--- config.mk ---
export PLATFORM = sky130hd
export DESIGN_NAME = pc_sequencer
export DESIGN_NICKNAME = d
export VERILOG_FILES = /design/src/rtl/pc_sequencer.sv
export SDC_FILE = /design/constraint.sdc
export NUM_CORES = 1
export LEC_CHECK = 0
export CAP_MARGIN = 20
export CORE_MARGIN = 3
export CORE_UTILIZATION = 44
export CTS_BUF_LIST = sky130_fd_sc_hd__clkbuf_4
export DETAILED_ROUTE_END_ITERATION = 16
export PLACE_DENSITY_LB_ADDON = 0.08
export SYNTH_ARGS = -nofsm -noshare
export SYNTH_HDL_FRONTEND = slang
export SYNTH_SLANG_ARGS = --single-unit
--- constraint.sdc ---
create_clock -name CLK -period 1.6 [get_ports CLK]
set_input_delay 0.48 -clock CLK [delete_from_list [all_inputs] [get_ports CLK]]
set_output_delay 0.48 -clock CLK [all_outputs]
set_load 0.01 [all_outputs]
--- src/rtl/pc_sequencer.sv ---
// Program-counter sequencer driving a return-address stack (NEXT/JUMP/CALL/RET).
// Optional macro PC_SEQ_TRAP_EN: stack faults load TRAP_VECTOR instead of PC+1.
module pc_sequencer #(
    parameter int unsigned     AW           = 8,
    parameter logic [AW-1:0]   RESET_VECTOR = '0,
    parameter logic [AW-1:0]   TRAP_VECTOR  = 8'hF0
) (
    input  logic          CLK,
    input  logic          nRST,
    input  logic          OP_VALID,
    input  logic [1:0]    OP,
    input  logic [AW-1:0] TARGET,
    input  logic          FAULT_CLR,
    output logic [AW-1:0] PC,
    output logic          BUSY,
    output logic [1:0]    FAULT,
    output logic          STK_CE,
    output logic          STK_NRW,
    output logic [AW-1:0] STK_DIN,
    input  logic [AW-1:0] STK_DOUT,
    input  logic          STK_FULL,
    input  logic          STK_EMPTY
);

    typedef enum logic [1:0] {IDLE, PUSH, POP, LOAD} state_t;

    state_t        state_q, state_d;
    logic [AW-1:0] pc_q, pc_d;
    logic [AW-1:0] tgt_q, tgt_d;
    logic [AW-1:0] din_q, din_d;
    logic [1:0]    fault_q, fault_d;
    logic          ce_q, ce_d;
    logic          nrw_q, nrw_d;
    logic          busy_q, busy_d;

    logic [AW-1:0] pc_inc;
    logic [AW-1:0] fault_pc;

    assign pc_inc = pc_q + AW'(1);

`ifdef PC_SEQ_TRAP_EN
    assign fault_pc = TRAP_VECTOR;
`else
    logic unused_trap;
    assign unused_trap = ^TRAP_VECTOR;
    assign fault_pc    = pc_inc;
`endif

    always_comb begin
        state_d = state_q;
        pc_d    = pc_q;
        tgt_d   = tgt_q;
        din_d   = din_q;
        ce_d    = 1'b0;
        nrw_d   = nrw_q;
        // Clear first so a fault raised this cycle overrides FAULT_CLR.
        fault_d = FAULT_CLR ? 2'b00 : fault_q;
        case (state_q)
            IDLE: begin
                if (OP_VALID) begin
                    case (OP)
                        2'b00: pc_d = pc_inc;
                        2'b01: pc_d = TARGET;
                        2'b10: begin
                            if (STK_FULL) begin
                                fault_d[0] = 1'b1;
                                pc_d       = fault_pc;
                            end else begin
                                din_d   = pc_inc;
                                ce_d    = 1'b1;
                                nrw_d   = 1'b1;
                                tgt_d   = TARGET;
                                state_d = PUSH;
                            end
                        end
                        default: begin
                            if (STK_EMPTY) begin
                                fault_d[1] = 1'b1;
                                pc_d       = fault_pc;
                            end else begin
                                ce_d    = 1'b1;
                                nrw_d   = 1'b0;
                                state_d = POP;
                            end
                        end
                    endcase
                end
            end
            PUSH: begin
                pc_d    = tgt_q;
                state_d = IDLE;
            end
            POP: state_d = LOAD;
            default: begin
                pc_d    = STK_DOUT;
                state_d = IDLE;
            end
        endcase
        busy_d = (state_d != IDLE);
    end

    always_ff @(posedge CLK or negedge nRST) begin
        if (!nRST) begin
            state_q <= IDLE;
            pc_q    <= RESET_VECTOR;
            tgt_q   <= '0;
            din_q   <= '0;
            fault_q <= '0;
            ce_q    <= 1'b0;
            nrw_q   <= 1'b0;
            busy_q  <= 1'b0;
        end else begin
            state_q <= state_d;
            pc_q    <= pc_d;
            tgt_q   <= tgt_d;
            din_q   <= din_d;
            fault_q <= fault_d;
            ce_q    <= ce_d;
            nrw_q   <= nrw_d;
            busy_q  <= busy_d;
        end
    end

    assign PC      = pc_q;
    assign BUSY    = busy_q;
    assign FAULT   = fault_q;
    assign STK_CE  = ce_q;
    assign STK_NRW = nrw_q;
    assign STK_DIN = din_q;

endmodule

# Yosys cells after proc, flatten, opt, wreduce, memory -nomap -nowiden

Index checks and enable logic that the tools add are counted.

Equal/unequal tests: 9
Shift-type cells: 0
Reductions and logical operators: 8
Bitwise logic cells: 3
Multipliers: 0
$add $sub $neg: 1
Div/mod/pow operators: 0
$lt $le $gt $ge: 0
Mux-type cells: 25

Operators by type and width:

| operator              | number |
|---|---|
| $pmux W8 S3           | 2 |
| $mux W8               | 3 |
| $mux W2               | 6 |
| $mux W1               | 10 |
| $add A8 B1 Y8 const B | 1 |
| $pmux W2 S2           | 2 |
| $reduce_and A4 Y1     | 2 |
| $ne A5 B2 Y1 const B  | 1 |
| $reduce_and A5 Y1     | 1 |
| $eq A2 B1 Y1 const B  | 2 |
| $eq A2 B2 Y1 const B  | 2 |
| $logic_not A2 Y1      | 2 |
| $ne A2 B2 Y1 const B  | 2 |
| $pmux W1 S2           | 2 |
| $ne A3 B3 Y1 const B  | 1 |
| $not A1 Y1            | 3 |
| $reduce_or A3 Y1      | 1 |
| $ne A2 B1 Y1 const B  | 1 |
| $reduce_bool A2 Y1    | 1 |
| $reduce_or A2 Y1      | 1 |

Bits of input ports: 24
Memories: 0
Memory bits (read-only): 0
Output and inout bits: 21
Bits in registers: 31
Latch bits: 0
Logic and storage cells: 54
Bits in writable memories: 0

# Depth between registers and ports, before layout

Gate-level depths: netlist (run 1).

Depth in word-level cells: 6
Gate-level depth with buffers: 8

# Least setup slack after synthesis (run 1)

No wires, ideal clock.

Path type: input to register
Start: input OP[0]
End: register pc_q[7], in the netlist PC[7]
Required time: 1.479 ns
Slack: -0.317 ns
Arrival time: 1.795 ns
Buffers on the path: 0
Stages on the path: 6
Path through: inv_1 ha_1 or3_1 a41oi_1 a21oi_1 o22a_1

Cells in the longest elaborated chain, start to end: 4
Elaborated cells on any way between the ends: 9

Ends and longest elaborated chain:

| what                                 | RTL line | source |
|---|---|---|
| from (decl)                          | 11       | `input logic [1:0] OP,` |
| $eq A2 B2 Y1 (tied with other cells) | 61       | `case (OP)` |
| $pmux W8 S3                          | 61       |  |
| $mux W8                              | 60       | `if (OP_VALID) begin` |
| $pmux W8 S3                          | 58       | `case (state_q)` |
| to (signal assigned)                 | 114      | `pc_q <= pc_d;` |
| to (decl)                            | 28       | `logic [AW-1:0] pc_q, pc_d;` |

Parallel ways exist; a longest one is shown, timed or not. The select of a mux whose other input is x is not followed.
A chain may end at the register's enable or synchronous reset.

# Final worst setup path (run 1)

Start: register state_q[0]
End: register tgt_q[0]

Cells in the longest elaborated chain, start to end: 2

Ends and longest elaborated chain:

| what                               | RTL line | source |
|---|---|---|
| from (decl)                        | 27       | `state_t state_q, state_d;` |
| from (signal assigned)             | 113      | `state_q <= state_d;` |
| $logic_not A2 Y1                   | 58       |  |
| $reduce_and A4 Y1 (no source line) | n/a      |  |
| to (signal assigned)               | 115      | `tgt_q <= tgt_d;` |
| to (decl)                          | 29       | `logic [AW-1:0] tgt_q, tgt_d;` |

Every way passes these cells.

==> impl_summary.log, run 1 <==
INFO  metric postSynth.topFlopCell = sky130_fd_sc_hd__dfrtp_1
INFO  metric post_layout_nonfiller_instances = 296
INFO  metric drt-initial-drc-count = roughly 190
INFO  metric tightestPinTransition = 356.5 ps
INFO  metric finalClockSkew = around 12 ps
INFO  metric grt_max_degree = 32
INFO  metric critical_path.startpoint = state_q[0]$_DFF_PN0_
INFO  metric globalRouteOverflowTotal = 0
INFO  metric proportion_of_synthesized_chip_area_in_sequential_cells = 45.99%
INFO  metric post-route-drc-count = 0
INFO  metric die_area = about 0.0046 mm2
INFO  metric max_cap_viol_count = 0
INFO  metric post-dp-hpwl = ~3200 um
INFO  metric routabilityCongestion = between 0.8 and 0.9
INFO  metric cp_data_required_time = 1840 ps
INFO  metric final_util = 75.12%
INFO  metric io_buffer_count = between 40 and 50
INFO  metric antenna_found_initial = 0
INFO  metric postSynthNetCount = just under 200
INFO  metric floorplan.die.width = 67.92 um
INFO  metric route.detailed.vias_per_inst = approximately 5.5
INFO  metric critical_path.endpoint_type = flip-flop
INFO  metric fin_nets = ~280
INFO  metric number_of_warnings_printed_during_yosys_synthesis = 0
INFO  metric drtPass1Iterations = 4
INFO  metric final_report_setup_violation_count = 8
INFO  metric row_count = 21
INFO  metric design.portCount = 45
INFO  metric postRouteWirelength = slightly below 5000 um
INFO  metric die_h = 67.92 um
INFO  metric critical_path.reg2reg.startpoint = state_q[0]$_DFF_PN0_
INFO  metric drive_gt1_share = about a third
INFO  metric report.final.hold_viol_count = 0
INFO  metric fin_crit_share = 102.1%
INFO  metric synth-async-reset-ratio = 100.0%
INFO  metric post-synth-top-count-cell = sky130_fd_sc_hd__dfrtp_1
INFO  metric clock_sink_count = 31
INFO  metric placement.setup.worst_slack = -772.9 ps
INFO  metric final-max-slew-violation-count = 0
INFO  metric detail_routed_net_length_per_standard_cell = about 17 um
INFO  metric rsz0062_at_grt = yes
INFO  metric crit_path_top_delay_cell = sky130_fd_sc_hd__dfrtp_1
INFO  metric h-tree-depth = 2
INFO  metric synth-edff-count = 0
INFO  metric cts_made_buffers = 5
INFO  metric cells_after_synth = around 160
INFO  metric synth.distinct_cells = 46
INFO  metric path_cells = or3b_4 -> or2_4 -> buf_12 -> mux2_4
INFO  metric timing.reg2reg.setup_slack = -30 ps
INFO  metric run_status = complete, but fails checks
INFO  metric power.static_leakage = ~1.2 nW
INFO  metric layout_setup_ws = -33.65 ps
INFO  metric r2r-end = tgt_q[0]$_DFFE_PN0P_
INFO  metric num-fill-cells = 262
INFO  metric cts_tree = done
INFO  metric critical_path.max_fanout = 11
INFO  metric synth_top_area_share = a little under half
INFO  metric slew_limit_headroom = between 70% and 80%
INFO  metric cts.hold.buffers_added = 0
INFO  metric insertion_delay = 350 ps
INFO  metric power.total = 4.159 mW
INFO  metric cts.clk_slew.worst_paths = roughly 110 ps
INFO  metric max_clock_freq = ~0.6 GHz
INFO  metric synth.cell_area = 0.001687 mm2
INFO  metric syn2layout_area_growth = 56.83%
INFO  metric worst_ir_drop_vdd = 0.0007247 V
INFO  metric antenna-diode-count = 0
INFO  metric critical_path.max_stage_delay = ~420 ps
INFO  metric global_route_wire_length_before_repair = ~7600 um
INFO  metric timing.setup.critical_path_class = reg2reg
INFO  metric start_util = 47.90%
INFO  metric min_period = 1634 ps
INFO  metric synth_area_leader_cell = sky130_fd_sc_hd__dfrtp_1
INFO  metric hold_path_class = in2async
INFO  metric detailroute.via_count = about 1.6k
INFO  metric p_per_area = between 1500 and 2000 mW/mm2
INFO  metric ctsRootBufferMaster = sky130_fd_sc_hd__clkbuf_4
INFO  metric track_usage = 22.63%
INFO  metric ys_ff_latch = 31
INFO  metric r2r.worst_path.cells = 4
INFO  metric cts_buffer_depth = 2
INFO  metric postSynthAreaPerCell = between 10 and 15 um2
INFO  metric first_global_vias = about 1.6k
INFO  metric violations_in_the_final_reports = negative setup slack
INFO  metric antenna_left = 0
INFO  metric critPathCapture = tgt_q[0]$_DFFE_PN0P_
INFO  metric dpl.cell_count = about 280
INFO  metric main_area_contributors_after_synthesis = sky130_fd_sc_hd__dfrtp_1 (46%), sky130_fd_sc_hd__mux2_4 (7.1%), sky130_fd_sc_hd__ha_1 (4.5%)
INFO  metric core_region_area = 0.003521 mm2
INFO  metric cp-start-kind = flip-flop
INFO  metric post_synth_most_frequent_cells = sky130_fd_sc_hd__dfrtp_1 (31), sky130_fd_sc_hd__a21oi_1 (13), sky130_fd_sc_hd__nand2_1 (13)
INFO  metric worst-endpoint-arrival = between 1500 and 2000 ps
-- metrics by stage --
| step | cell area, um2 | TNS [ps] | hold slack, ps |
|---|---|---|---|
| 6_report | 2645 | -155.2 | 481.7 |
| 2_1_floorplan | 1719 | -3102 | 184.4 |
| 3_3_place_gp | 2405 | -17880 | 461.4 |
| 3_5_place_dp | 2405 | -19310 | 471.4 |
| 4_1_cts | 2530 | -180.5 | 487.0 |
| 5_1_grt | 2645 | -766.8 | 494.2 |
-- flip-flops by register name, indices dropped and copies added (netlist names) --
register and flops:
STK_NRW 1, tgt_q 8, PC 8, STK_CE 1, BUSY 1, state_q 2
FAULT 2, STK_DIN 8
-- critical path, delay by kind of cell, from the launching register on --
| kind | cells | cell delay, ps |
|---|---|---|
| simple gates | 2 | 650 |
| buf+inv | 1 | 160 |
| flops | 1 | 420 |
| mux | 1 | 300 |
-- layout make-up --
class                   instances  area, um2  share of cell area, %
repair buffers                 86      773.2                  29.23
clock inverters                 3      15.01                 0.5676
flip-flops and latches         31      778.2                  29.42
multi-input cells             116      947.2                  35.81
well taps                      46      57.56                  2.176
clock buffers                   5      37.54                  1.419
inverters                       9      36.28                  1.372
-- cell families (layout without fill, tap and decap cells) --
logic type | count (synthesis) | in the layout | synth area share (%)
AOI/OAI and AO/OA | 48 | 48 | 18.92
xor gates and xnor gates | 4 | 4 | 2.077
adders and majority gates | 6 | 6 | 4.451
buffers and inverters | 17 | 103 | 4.970
DFF | 31 | 31 | 45.99
muxes | 12 | 12 | 9.644
and+or+nand+nor | 46 | 46 | 13.95
-- cell usage in the layout (no fill, tap or decap), drive strengths merged, types with 2 or more instances in the layout --
cell | synthesis | routed
a21oi | 13 | 13
buf | 3 | 44
nand2 | 13 | 13
dfrtp | 31 | 31
ha | 6 | 6
nand3 | 2 | 2
inv | 9 | 9
dlygate4sd2 | 0 | 22
o22ai | 2 | 2
clkbuf | 5 | 5
mux2i | 2 | 2
o21ai | 10 | 10
xnor2 | 4 | 4
dlymetal6s2s | 0 | 2
clkdlybuf4s50 | 0 | 18
nor3 | 3 | 3
clkinv | 0 | 2
a221oi | 4 | 4
nor2 | 10 | 10
a21boi | 2 | 2
and4 | 2 | 2
mux2 | 10 | 10
nand2b | 7 | 7
o211ai | 2 | 2
o31ai | 2 | 2
-- layer usage --
metal  share of wire, %  up-vias  track usage [%]
li1                   -      772                -
met1                 40      791            27.23
met2                 52       63            38.88
met3                5.9       11            4.598
met4                2.2        0            10.17
met5                  0        -                0
-- where the power goes --
group,leakage [nW],total (mW),switching [mW],internal [mW]
Sequential,0.372,1.36,0.226,1.14
Clock,0.0263,0.456,0.295,0.161
Combinational,0.845,2.34,1.09,1.25
-- worst min path at each step --
stage | end | cells past startpoint | slack (ps)
3_3_place_gp | STK_DIN[2]$_DFFE_PN0P_ | 2 | 460
4_1_cts | STK_DIN[7]$_DFFE_PN0P_ | 2 | 490
6_report | STK_DIN[4]$_DFFE_PN0P_ | 2 | 480
2_1_floorplan | BUSY$_DFF_PN0_ | 0 | 180
3_5_place_dp | STK_DIN[7]$_DFFE_PN0P_ | 2 | 470
5_1_grt | PC[4]$_DFFE_PN0P_ | 2 | 490
-- timing repair --
item                       in CTS  in global routing
setup buffers                   9                  4
setup endpoints to repair      49                 19
resized for setup              39                 28
pin swaps                       4                  9
Power figures use the tool's default switching activity.
==> inputs of run 2 (changes only) <==
==> constraint.sdc (replaced) <==
create_clock -name CLK -period 1.64 [get_ports CLK]
set_input_delay 0.492 -clock CLK [delete_from_list [all_inputs] [get_ports CLK]]
set_output_delay 0.492 -clock CLK [all_outputs]
set_load 0.01 [all_outputs]
==> run 2 against run 1 <==
  * The flow still finishes with violations (negative setup slack)
  * First-iteration DRC count decreased by 24%
  * Setup slack improved by 24 ps
  * Clock skew decreased by 5.0 ps
  * Clock power increased by 4%
  * Sequential cell count unchanged
  * Routed wire length decreased by 1.3%
  * Largest cell class unchanged
  * Die area unchanged
  * Total power decreased by 4.0%
  * Combinational power decreased by 6%
  * Register-to-register slack improved by 20 ps
  * Via count decreased by 1.7%
  * Critical path type is now in2reg
  * Global-route usage increased by 0.94 points
==> impl_summary.log, run 2 (synthesis results as in run 1) <==
INFO  metric run_status = complete, but fails checks (unchanged)
INFO  metric multi_input_area = 930.9 um2 (was 947.2 um2)
INFO  metric post-route-drc-count = 0 (unchanged)
INFO  metric critical_path.endpoint_type = flip-flop (unchanged)
INFO  metric critical_path.startpoint = STK_FULL (was state_q[0]$_DFF_PN0_)
INFO  metric antenna_left = 0 (unchanged)
INFO  metric design.portCount = 45 (unchanged)
INFO  metric insertion_delay = 350 ps (about the same)
INFO  metric track_usage = 23.57% (was 22.63%)
INFO  metric layout_setup_ws = -9.228 ps (was -33.65 ps)
INFO  metric globalRouteOverflowTotal = 0 (unchanged)
INFO  metric post-dp-hpwl = 3237 um (was 3217 um)
INFO  metric violations_in_the_final_reports = negative setup slack (unchanged)
INFO  metric floorplan.die.width = 67.92 um (unchanged)
INFO  metric mostFrequentLayoutCell = sky130_fd_sc_hd__buf_4 (unchanged)
INFO  metric max_clock_freq = ~0.61 GHz
INFO  metric path_cells = clkdlybuf4s50_1 -> nand2b_4 -> or2_4 -> buf_12 -> mux2_4 (was or3b_4 -> or2_4 -> buf_12 -> mux2_4)
INFO  metric most-common-layout-cells = sky130_fd_sc_hd__buf_4 (31), sky130_fd_sc_hd__dfrtp_1 (27), sky130_fd_sc_hd__dlygate4sd2_1 (22) (was sky130_fd_sc_hd__buf_4 (36), sky130_fd_sc_hd__dfrtp_1 (29), sky130_fd_sc_hd__dlygate4sd2_1 (22))
INFO  metric critical_path.max_fanout = 6 (was 11)
INFO  metric report.final.hold_viol_count = 0 (unchanged)
INFO  metric r2r.worst_path.cells = 4 (unchanged)
INFO  metric final_report_setup_violation_count = 2 (was 8)
INFO  metric detail_routed_net_length_per_standard_cell = 16.76 um (was 16.64 um)
INFO  metric power.static_leakage = 1.214 nW (was 1.243 nW)
INFO  metric rsz0062_at_grt = yes (unchanged)
INFO  metric max_cap_viol_count = 0 (unchanged)
INFO  metric fin_crit_share = 100.6%
INFO  metric num-fill-cells = 258 (was 262)
INFO  metric postRouteWirelength = 4860 um (was 4924 um)
INFO  metric drive_gt1_share = 32.79% (was 33.60%)
INFO  metric timing.reg2reg.setup_slack = -9 ps (was -30 ps)
INFO  metric worst-endpoint-arrival = 1880 ps (was 1870 ps)
INFO  metric io_buffer_count = 44 (unchanged)
INFO  metric worst_ir_drop_vdd = 0.0008057 V (was 0.0007247 V)
INFO  metric dpl.cell_count = 271 (was 275)
INFO  metric tightestPinTransition = 338.6 ps (was 356.5 ps)
INFO  metric cts_made_buffers = 5 (unchanged)
INFO  metric critical_path.reg2reg.startpoint = state_q[1]$_DFF_PN0_ (was state_q[0]$_DFF_PN0_)
INFO  metric cts.clk_slew.worst_paths = 90 ps (was 110 ps)
INFO  metric clock_sink_count = 31 (unchanged)
INFO  metric final-max-slew-violation-count = 0 (unchanged)
INFO  metric cts.hold.buffers_added = 0 (unchanged)
INFO  metric start_util = 47.90% (unchanged)
INFO  metric hold_path_class = reg2reg (was in2async)
INFO  metric critPathCapture = tgt_q[4]$_DFFE_PN0P_ (was tgt_q[0]$_DFFE_PN0P_)
INFO  metric ctsRootBufferMaster = sky130_fd_sc_hd__clkbuf_4 (unchanged)
INFO  metric cp-start-kind = primary input (was flip-flop)
INFO  metric die_area = 0.004612 mm2 (unchanged)
INFO  metric power.total = 3.991 mW (was 4.159 mW)
INFO  metric fin_nets = 273 (was 279)
INFO  metric drtPass1Iterations = 5 (was 4)
INFO  metric critical_path.max_stage_delay = 450 ps (was 420 ps)
INFO  metric placement.setup.worst_slack = -770.8 ps (was -772.9 ps)
INFO  metric route.detailed.vias_per_inst = 5.548 (was 5.530)
INFO  metric core_region_area = 0.003521 mm2 (unchanged)
INFO  metric finalClockSkew = 6.813 ps (was 11.85 ps)
INFO  metric drt-initial-drc-count = 141 (was 186)
INFO  metric die_h = 67.92 um (unchanged)
INFO  metric antenna_found_initial = 0 (unchanged)
INFO  metric min_period = roughly 1600 ps
INFO  metric syn2layout_area_growth = 54.01% (was 56.83%)
INFO  metric routabilityCongestion = 0.8579 (was 0.8612)
INFO  metric detailroute.via_count = 1,609 (was 1,637)
INFO  metric h-tree-depth = 2 (unchanged)
INFO  metric antenna-diode-count = 0 (unchanged)
INFO  metric critical_path_depth = 5 (was 4)
INFO  metric crit_path_top_delay_cell = sky130_fd_sc_hd__clkdlybuf4s50_1 (was sky130_fd_sc_hd__dfrtp_1)
INFO  metric crit_buf_inv = 2 (was 1)
INFO  metric ff_latch_area = 780.7 um2 (was 778.2 um2)
INFO  metric row_count = 21 (unchanged)
INFO  metric cts_tree = done (unchanged)
INFO  metric first_global_vias = 1,690 (was 1,596)
INFO  metric post_layout_nonfiller_instances = 290 (was 296)
INFO  metric path_delay_family = buffers and inverters (was simple AND/OR/NAND/NOR gates)
INFO  metric p_per_area = 1537 mW/mm2 (was 1572 mW/mm2)
INFO  metric cts_buffer_depth = 2 (unchanged)
INFO  metric grt_max_degree = 32 (unchanged)
INFO  metric final.hold.worst_slack = 484.2 ps (was 481.7 ps)
INFO  metric timing.setup.critical_path_class = in2reg (was reg2reg)
INFO  metric r2r-end = tgt_q[4]$_DFFE_PN0P_ (was tgt_q[0]$_DFFE_PN0P_)
INFO  metric global_route_wire_length_before_repair = 7886 um (was 7624 um)
INFO  metric cp_data_required_time = 1880 ps (was 1840 ps)
INFO  metric slew_limit_headroom = 77.40% (was 75.93%)
run 2: routing by layer:
layer	vias to the layer above	part of all wire [%]	global-route usage, %
li1	756	-	-
met1	773	41	28.66
met2	69	50	39.98
met3	11	6.4	5.419
met4	0	2.1	9.926
met5	-	0	0
run 2: worst min-delay path by stage:
stage	from	to	slack (ps)	cells past startpoint
2_1_floorplan	nRST	BUSY$_DFF_PN0_	200	0
3_3_place_gp	STK_DIN[2]$_DFFE_PN0P_	STK_DIN[2]$_DFFE_PN0P_	460	2
5_1_grt	nRST	PC[5]$_DFFE_PN0P_	500	2
6_report	STK_DIN[0]$_DFFE_PN0P_	STK_DIN[0]$_DFFE_PN0P_	480	2
4_1_cts	STK_DIN[2]$_DFFE_PN0P_	STK_DIN[2]$_DFFE_PN0P_	490	2
3_5_place_dp	STK_DIN[2]$_DFFE_PN0P_	STK_DIN[2]$_DFFE_PN0P_	470	2
run 2: cell type report:
cell class	count	share of cell area [%]
Clock inverter	1	0.1927
Tap cell	46	2.216
Timing Repair Buffer	80	28.28
Inverter	9	1.397
Multi-Input combinational cell	116	35.84
Sequential cell	31	30.06
Clock buffer	7	2.023
run 2: power breakdown:
| part | switching (mW) | total [mW] | internal (mW) |
|---|---|---|---|
| Sequential | 0.200 | 1.31 | 1.11 |
| Combinational | 1.05 | 2.20 | 1.15 |
| Clock | 0.274 | 0.474 | 0.200 |
run 2: timing repair:
item                       in CTS  in global routing
setup endpoints to repair      48                 20
resized for setup              41                 19
pin swaps                       6                  8
cloned                          1                  0
buffers inserted                9                  1
run 2: stage by stage:
stage / area (um2) / util, % / TNS [ps]
6_report: 2597 / 73.77 / -10.91
5_1_grt: 2597 / 73.77 / -119.1
4_1_cts: 2542 / 72.21 / -105.0
3_5_place_dp: 2375 / 67.45 / -18540
3_3_place_gp: 2375 / 67.45 / -17010
2_1_floorplan: 1718 / - / -2430
run 2: worst min-delay path, stage by stage, from the launching register on:
cell and delay (ps):
sky130_fd_sc_hd__dfrtp_1 350, sky130_fd_sc_hd__nand2_1 40, sky130_fd_sc_hd__o21ai_0 60
==> inputs of run 3 (changes only) <==
--- a/config.mk
+++ b/config.mk
@@ -9,7 +9,9 @@
 export CORE_MARGIN = 3
 export CORE_UTILIZATION = 44
 export CTS_BUF_LIST = sky130_fd_sc_hd__clkbuf_4
+export CTS_CLUSTER_SIZE = 10
 export DETAILED_ROUTE_END_ITERATION = 16
+export GPL_ROUTABILITY_DRIVEN = 0
 export PLACE_DENSITY_LB_ADDON = 0.08
 export SYNTH_ARGS = -nofsm -noshare
 export SYNTH_HDL_FRONTEND = slang
==> results of run 3 <==
Same layout as run 2: the final DEF is identical, and so are final timing and power.
